==> src/rtl/io_input_sampler.sv <==
// io_input_sampler: memory-mapped input front end for the processor load path.
// Raw switches and active-low push-buttons are brought into the clock domain
// through two-flop synchronisers. Buttons are debounced and latch sticky press
// events. Three zero-extended 32-bit words are presented to the load-data mux.
// Optional build macro: IO_SW_DEBOUNCE_EN gives every switch bit its own
// debouncer. No switch events are generated in either build.

// Per-bit debouncer: four-state FSM with a stable-cycle counter.
// o_level is registered. o_press is high during the cycle whose closing edge
// moves the FSM from the press side into HELD.
module io_input_sampler_deb #(
  parameter int DEB_CYCLES = 50000,
  parameter int CNT_W      = 16
) (
  input  logic i_clk,
  input  logic i_rst_n,
  input  logic i_p,
  output logic o_level,
  output logic o_press
);

  typedef enum logic [1:0] {
    RELEASED    = 2'd0,
    PRESS_CNT   = 2'd1,
    HELD        = 2'd2,
    RELEASE_CNT = 2'd3
  } deb_state_t;

  localparam logic [CNT_W-1:0] CNT_LAST  = CNT_W'(DEB_CYCLES - 1);
  localparam bit               ONE_CYCLE = (DEB_CYCLES == 1);

  deb_state_t       state_reg;
  logic [CNT_W-1:0] cnt_reg;
  logic             level_reg;

  // Only press-side entries into HELD count as events. A release bounce that
  // falls back from RELEASE_CNT to HELD is part of the same hold and must not
  // raise a second event.
  assign o_press = i_p && ((state_reg == RELEASED && ONE_CYCLE) ||
                           (state_reg == PRESS_CNT && cnt_reg == CNT_LAST));
  assign o_level = level_reg;

  // Debounce FSM: accept a level change only after DEB_CYCLES stable cycles.
  always_ff @(posedge i_clk or negedge i_rst_n) begin
    if (!i_rst_n) begin
      state_reg <= RELEASED;
      cnt_reg   <= '0;
      level_reg <= 1'b0;
    end else begin
      case (state_reg)
        RELEASED: begin
          cnt_reg <= '0;
          if (i_p) begin
            if (ONE_CYCLE) begin
              state_reg <= HELD;
              level_reg <= 1'b1;
            end else begin
              state_reg <= PRESS_CNT;
              cnt_reg   <= CNT_W'(1);
            end
          end
        end
        PRESS_CNT: begin
          if (!i_p) begin
            state_reg <= RELEASED;
            cnt_reg   <= '0;
          end else if (cnt_reg == CNT_LAST) begin
            state_reg <= HELD;
            level_reg <= 1'b1;
            cnt_reg   <= '0;
          end else begin
            cnt_reg <= cnt_reg + 1'b1;
          end
        end
        HELD: begin
          cnt_reg <= '0;
          if (!i_p) begin
            if (ONE_CYCLE) begin
              state_reg <= RELEASED;
              level_reg <= 1'b0;
            end else begin
              state_reg <= RELEASE_CNT;
              cnt_reg   <= CNT_W'(1);
            end
          end
        end
        RELEASE_CNT: begin
          if (i_p) begin
            state_reg <= HELD;
            cnt_reg   <= '0;
          end else if (cnt_reg == CNT_LAST) begin
            state_reg <= RELEASED;
            level_reg <= 1'b0;
            cnt_reg   <= '0;
          end else begin
            cnt_reg <= cnt_reg + 1'b1;
          end
        end
        default: begin
          state_reg <= RELEASED;
          cnt_reg   <= '0;
          level_reg <= 1'b0;
        end
      endcase
    end
  end

endmodule

module io_input_sampler #(
  parameter int NUM_SW     = 18,
  parameter int NUM_BTN    = 4,
  parameter int DEB_CYCLES = 50000,
  parameter int CNT_W      = 16
) (
  input  logic               i_clk,
  input  logic               i_rst_n,
  input  logic [NUM_SW-1:0]  i_sw,
  input  logic [NUM_BTN-1:0] i_btn,
  input  logic               i_evt_clr,
  input  logic [NUM_BTN-1:0] i_evt_clr_mask,
  output logic [31:0]        o_sw_word,
  output logic [31:0]        o_btn_word,
  output logic [31:0]        o_evt_word,
  output logic               o_evt_any
);

  logic [NUM_SW-1:0]  sw_s1_reg;
  logic [NUM_SW-1:0]  sw_s2_reg;
  logic [NUM_BTN-1:0] btn_s1_reg;
  logic [NUM_BTN-1:0] btn_s2_reg;

  logic [NUM_SW-1:0]  sw_level;
  logic [NUM_BTN-1:0] btn_level;
  logic [NUM_BTN-1:0] btn_press;
  logic [NUM_BTN-1:0] clr_sel;
  logic [NUM_BTN-1:0] evt_next;
  logic [NUM_BTN-1:0] evt_reg;
  logic               evt_any_reg;

  // Two-flop synchronisers; buttons reset to the released (high) level.
  always_ff @(posedge i_clk or negedge i_rst_n) begin
    if (!i_rst_n) begin
      sw_s1_reg  <= '0;
      sw_s2_reg  <= '0;
      btn_s1_reg <= '1;
      btn_s2_reg <= '1;
    end else begin
      sw_s1_reg  <= i_sw;
      sw_s2_reg  <= sw_s1_reg;
      btn_s1_reg <= i_btn;
      btn_s2_reg <= btn_s1_reg;
    end
  end

  // One debouncer per button, fed with the pressed level (buttons are active-low).
  for (genvar gi = 0; gi < NUM_BTN; gi++) begin : g_btn
    io_input_sampler_deb #(
      .DEB_CYCLES(DEB_CYCLES),
      .CNT_W     (CNT_W)
    ) u_deb (
      .i_clk  (i_clk),
      .i_rst_n(i_rst_n),
      .i_p    (~btn_s2_reg[gi]),
      .o_level(btn_level[gi]),
      .o_press(btn_press[gi])
    );
  end

`ifdef IO_SW_DEBOUNCE_EN
  // Switches share the button debouncer; their press strobes are discarded.
  logic [NUM_SW-1:0] sw_press_unused;
  for (genvar gi = 0; gi < NUM_SW; gi++) begin : g_sw
    io_input_sampler_deb #(
      .DEB_CYCLES(DEB_CYCLES),
      .CNT_W     (CNT_W)
    ) u_deb (
      .i_clk  (i_clk),
      .i_rst_n(i_rst_n),
      .i_p    (sw_s2_reg[gi]),
      .o_level(sw_level[gi]),
      .o_press(sw_press_unused[gi])
    );
  end
`else
  assign sw_level = sw_s2_reg;
`endif

  // Sticky flags: a press on the same edge as a clear wins.
  always_comb begin
    clr_sel  = i_evt_clr ? i_evt_clr_mask : '0;
    evt_next = (evt_reg & ~clr_sel) | btn_press;
  end

  // Event flag register; the summary bit is registered from the same next value.
  always_ff @(posedge i_clk or negedge i_rst_n) begin
    if (!i_rst_n) begin
      evt_reg     <= '0;
      evt_any_reg <= 1'b0;
    end else begin
      evt_reg     <= evt_next;
      evt_any_reg <= |evt_next;
    end
  end

  // Zero-extend the register-driven fields onto the 32-bit load path.
  always_comb begin
    o_sw_word                = '0;
    o_btn_word               = '0;
    o_evt_word               = '0;
    o_sw_word[NUM_SW-1:0]    = sw_level;
    o_btn_word[NUM_BTN-1:0]  = btn_level;
    o_evt_word[NUM_BTN-1:0]  = evt_reg;
    o_evt_any                = evt_any_reg;
  end

endmodule

==> config.mk <==
export PLATFORM = sky130hd
export DESIGN_NAME = io_input_sampler
export DESIGN_NICKNAME = d
export VERILOG_FILES = /design/src/rtl/io_input_sampler.sv
export SDC_FILE = /design/constraint.sdc
export NUM_CORES = 1
export LEC_CHECK = 0
export CAP_MARGIN = 5
export CORE_UTILIZATION = 55
export DETAILED_ROUTE_END_ITERATION = 7
export PLACE_DENSITY = 0.86
export SKIP_LAST_GASP = 1
export SLEW_MARGIN = 20
export SYNTH_ARGS = -nofsm -noshare
export SYNTH_HDL_FRONTEND = slang
export SYNTH_SLANG_ARGS = --single-unit
==> constraint.sdc <==
create_clock -name i_clk -period 3.3 [get_ports i_clk]
set_input_delay 0.33 -clock i_clk [delete_from_list [all_inputs] [get_ports i_clk]]
set_output_delay 0.33 -clock i_clk [all_outputs]
set_load 0.02 [all_outputs]
==> impl_table.tex <==
\begin{tabular}{lr}
\hline
Metric & Value \\
\hline
\multicolumn{2}{l}{\textbf{Yosys}} \\
Total standard cell area after synthesis & about 5700 µm² \\
Count of synthesis-stage warnings from yosys & 0 \\
Count of flip-flops with a built-in enable after synthesis & 0 \\
Most area-consuming cells after synthesis & dfrtp\_1, buf\_4, xnor2\_1 \\
Cell count after synthesis & between 500 and 600 \\
Distinct cells, synth & 50 \\
Async set-or-reset flop fraction in the synthesized netlist & 1.000 \\
Commonest register cell after synthesis & dfrtp\_1 \\
\#FFs+latches synth & $\sim$130 \\
Post-synth top area share & 0.5119 \\
Top cell type by total area after synthesis & dfrtp\_1 \\
Average cell area after synthesis & $\sim$11 µm² \\
Portion of the post-synthesis area used by sequential elements & 0.5487 \\
\multicolumn{2}{l}{\textbf{Worst setup path}} \\
FF-to-FF path depth & 5 \\
Worst setup SP type & flop \\
Number of stages on the worst setup path & 5 \\
Start-to-end type of the worst setup path & flop to flop \\
Signal arrival time at the worst endpoint & about 2300 ps \\
Largest stage delay on the critical path & about 430 ps \\
Crit-path leading delay family & simple AND/OR/NAND/NOR gates \\
Worst path cell trace & ha\_1 -> and3\_1 -> and4\_1 -> or2\_1 -> nor2\_1 \\
Bufs and invs on worst path & 0 \\
CP Data Required Time & 3680 ps \\
Critical path's slowest cell & or2\_1 \\
Category of the worst setup path capture point & flop \\
Reg2Reg Setup Slack & between 1000 and 1500 ps \\
Critical-path maximum fanout & 14 \\
\multicolumn{2}{l}{\textbf{STA}} \\
Number of setup violations in the final report & 0 \\
Setup tns final & 0 ps \\
Fraction of the cycle the final worst path needs & 0.5851 \\
Relative slew slack & 0.4857 \\
Setup skew after layout & slightly above 7 ps \\
RSZ-0062 raised after global routing & no \\
Crit path time final & 1931 ps \\
Actual transition at the worst max-transition pin & between 700 and 800 ps \\
Count of pins over their slew limit & 0 \\
Peak Freq & 0.5179 GHz \\
Hold violation count in the final report & 0 \\
Hold Slack & around 210 ps \\
\multicolumn{2}{l}{\textbf{Power and ir drop}} \\
Static leakage power & 2.832 nW \\
Power per standard cell area & around 530 nW/µm² \\
Peak VDD IR & around 0.5 mV \\
\multicolumn{2}{l}{\textbf{Clock network}} \\
Post-CTS setup buffers & 0 \\
Maximum count of clock buffers along a single path & 2 \\
Clock root buffer master & clkbuf\_8 \\
Total number of H-tree levels & 4 \\
CTS tree & yes \\
Clock transition at the registers of the reported paths & 60 ps \\
\# hold bufs at CTS & 1 \\
Num CTS Buffers & 17 \\
Post-cts repair resize count & 0 \\
Worst skew pair latency & about 520 ps \\
Clock Sinks & $\sim$130 \\
\multicolumn{2}{l}{\textbf{Finish}} \\
Final core utilization & 0.6731 \\
Final net count & 618 \\
Area added between synthesis and finish & 16.63\% \\
Inserted Diodes & 0 \\
Finished Layout Cells & around 730 \\
Leading cell type in the layout, fill and taps excluded & dfrtp\_1 \\
Fraction of layout cells with a size suffix above 1 & 0.08696 \\
Most frequent cells in the layout & dfrtp\_1, conb\_1, nor2\_1, clkdlybuf4s50\_1, xnor2\_1 \\
Number of flip-flops in the largest register & 64 \\
Post-route cell area & 6670 µm² \\
\multicolumn{2}{l}{\textbf{Floorplanning}} \\
Height of the die & approximately 100 µm \\
Floorplan die area & approximately 11000 µm² \\
Area inside the core boundary & $\sim$10000 µm² \\
Floorplan row count & 36 \\
Effective utilization at floorplan & 0.5771 \\
Number of I/O pins & approximately 130 \\
Die X-Extent & approximately 100 µm \\
\multicolumn{2}{l}{\textbf{Drt}} \\
Residual DRC count & 0 \\
Remaining number of nets flagged by the antenna check after routing & 0 \\
Starting DRC count in detailed routing & between 200 and 300 \\
Drt total wl & 9.934 mm \\
Drt wl/cell & between 10 and 15 µm \\
Vias post-DR & between 3000 and 4000 \\
Vias per inst & slightly above 5 \\
First-pass DRT Iterations & 5 \\
\multicolumn{2}{l}{\textbf{Global route}} \\
Total track usage & 0.2006 \\
Remaining global-route overflow & 0 \\
Global-route wire length before repair & between 15 and 20 mm \\
Number of global-route vias before repair & around 3700 \\
Initial antenna violation count & 0 \\
Maximum number of pins on one net before global-route repair & between 60 and 70 \\
\multicolumn{2}{l}{\textbf{Worst hold path}} \\
Hold-critical path depth & 1 \\
Worst Hold Class & primary input to flop \\
\multicolumn{2}{l}{\textbf{Placed design}} \\
GP Congestion & roughly 0.87 \\
Placed cells & roughly 700 \\
Port bufs & 55 \\
Cell area after placement & a little over 6000 µm² \\
Final HPWL DP & approximately 6.8 mm \\
\multicolumn{2}{l}{\textbf{Run status}} \\
Status & completed \\
\multicolumn{2}{l}{\textbf{Flow run}} \\
Number of maximum-capacitance violations & 0 \\
\hline
\end{tabular}
## stage by stage
| stage | power, mW | setup WS [ps] |
|---|---|---|
| floorplan | 1.801 | 1497 |
| global placement | 1.828 | 1493 |
| detailed placement | 1.835 | 1375 |
| CTS | 3.589 | 1353 |
| global route | 3.672 | 1189 |
| finish | 3.552 | 1369 |
## final timing paths
check | from | to
max | g_btn[0].u_deb.cnt_reg[0]$_DFF_PN0_ | g_btn[0].u_deb.cnt_reg[6]$_DFF_PN0_
min | i_btn[3] | btn_s1_reg[3]$_DFF_PN1_
max reg2reg | g_btn[0].u_deb.cnt_reg[0]$_DFF_PN0_ | g_btn[0].u_deb.cnt_reg[6]$_DFF_PN0_
min reg2reg | sw_s1_reg[16]$_DFF_PN0_ | sw_level[16]$_DFF_PN0_
max in group asynchronous | i_rst_n | btn_s2_reg[0]$_DFF_PN1_
min in group asynchronous | i_rst_n | sw_s1_reg[10]$_DFF_PN0_
## power breakdown
group	switching [mW]	internal, mW
sequential	0.0226	1.57
clock	0.684	1.06
combinational	0.147	0.0647
total	0.854	2.70
## cells by family after synthesis
kind of cell    share of synthesized area
compound gates                    0.04310
xor+xnor                          0.07963
fa+ha+maj                        0.008751
buf+inv                            0.1243
flops                              0.5487
mux                              0.006344
other cells                     0.0006557
simple gates                       0.1886
## cells in the mapped netlist (all sizes together) (3+ instances only)
master,instances
a21oi,10
dfstp,8
ha,4
nand4b,3
nand2,25
and2,6
a21boi,5
or3,7
nor3,8
buf,81
or4,3
nor2,65
and4,6
xor2,13
nand4,17
inv,24
xnor2,39
o2bb2ai,4
nand3,20
and3,4
o21ai,7
dfrtp,117
nor4,17
## worst reg2reg max path: cells and delay by family, from the launching register on
family	cells	cell delay, ps
fa+ha+maj	1	210
flops	1	410
simple gates	4	1180
## metal layers
| metal | track usage | part of all wire | wire, µm |
|---|---|---|---|
| met5 | 0 | 0 | 0 |
| met4 | 0.08980 | 0.013 | 134 |
| met3 | 0.06140 | 0.055 | 545 |
| met2 | 0.3276 | 0.50 | 5015 |
| met1 | 0.2457 | 0.43 | 4238 |
## final cells by class
type,instances,area (µm²)
clock inverters,12,112.6
inverters,24,90.09
flip-flops and latches,125,3138
fillers,719,3239
repair buffers,57,578.1
multi-input cells,360,2130
clock buffers,20,455.4
well taps,133,166.4
No activity file was read; power rests on OpenSTA's default activity.
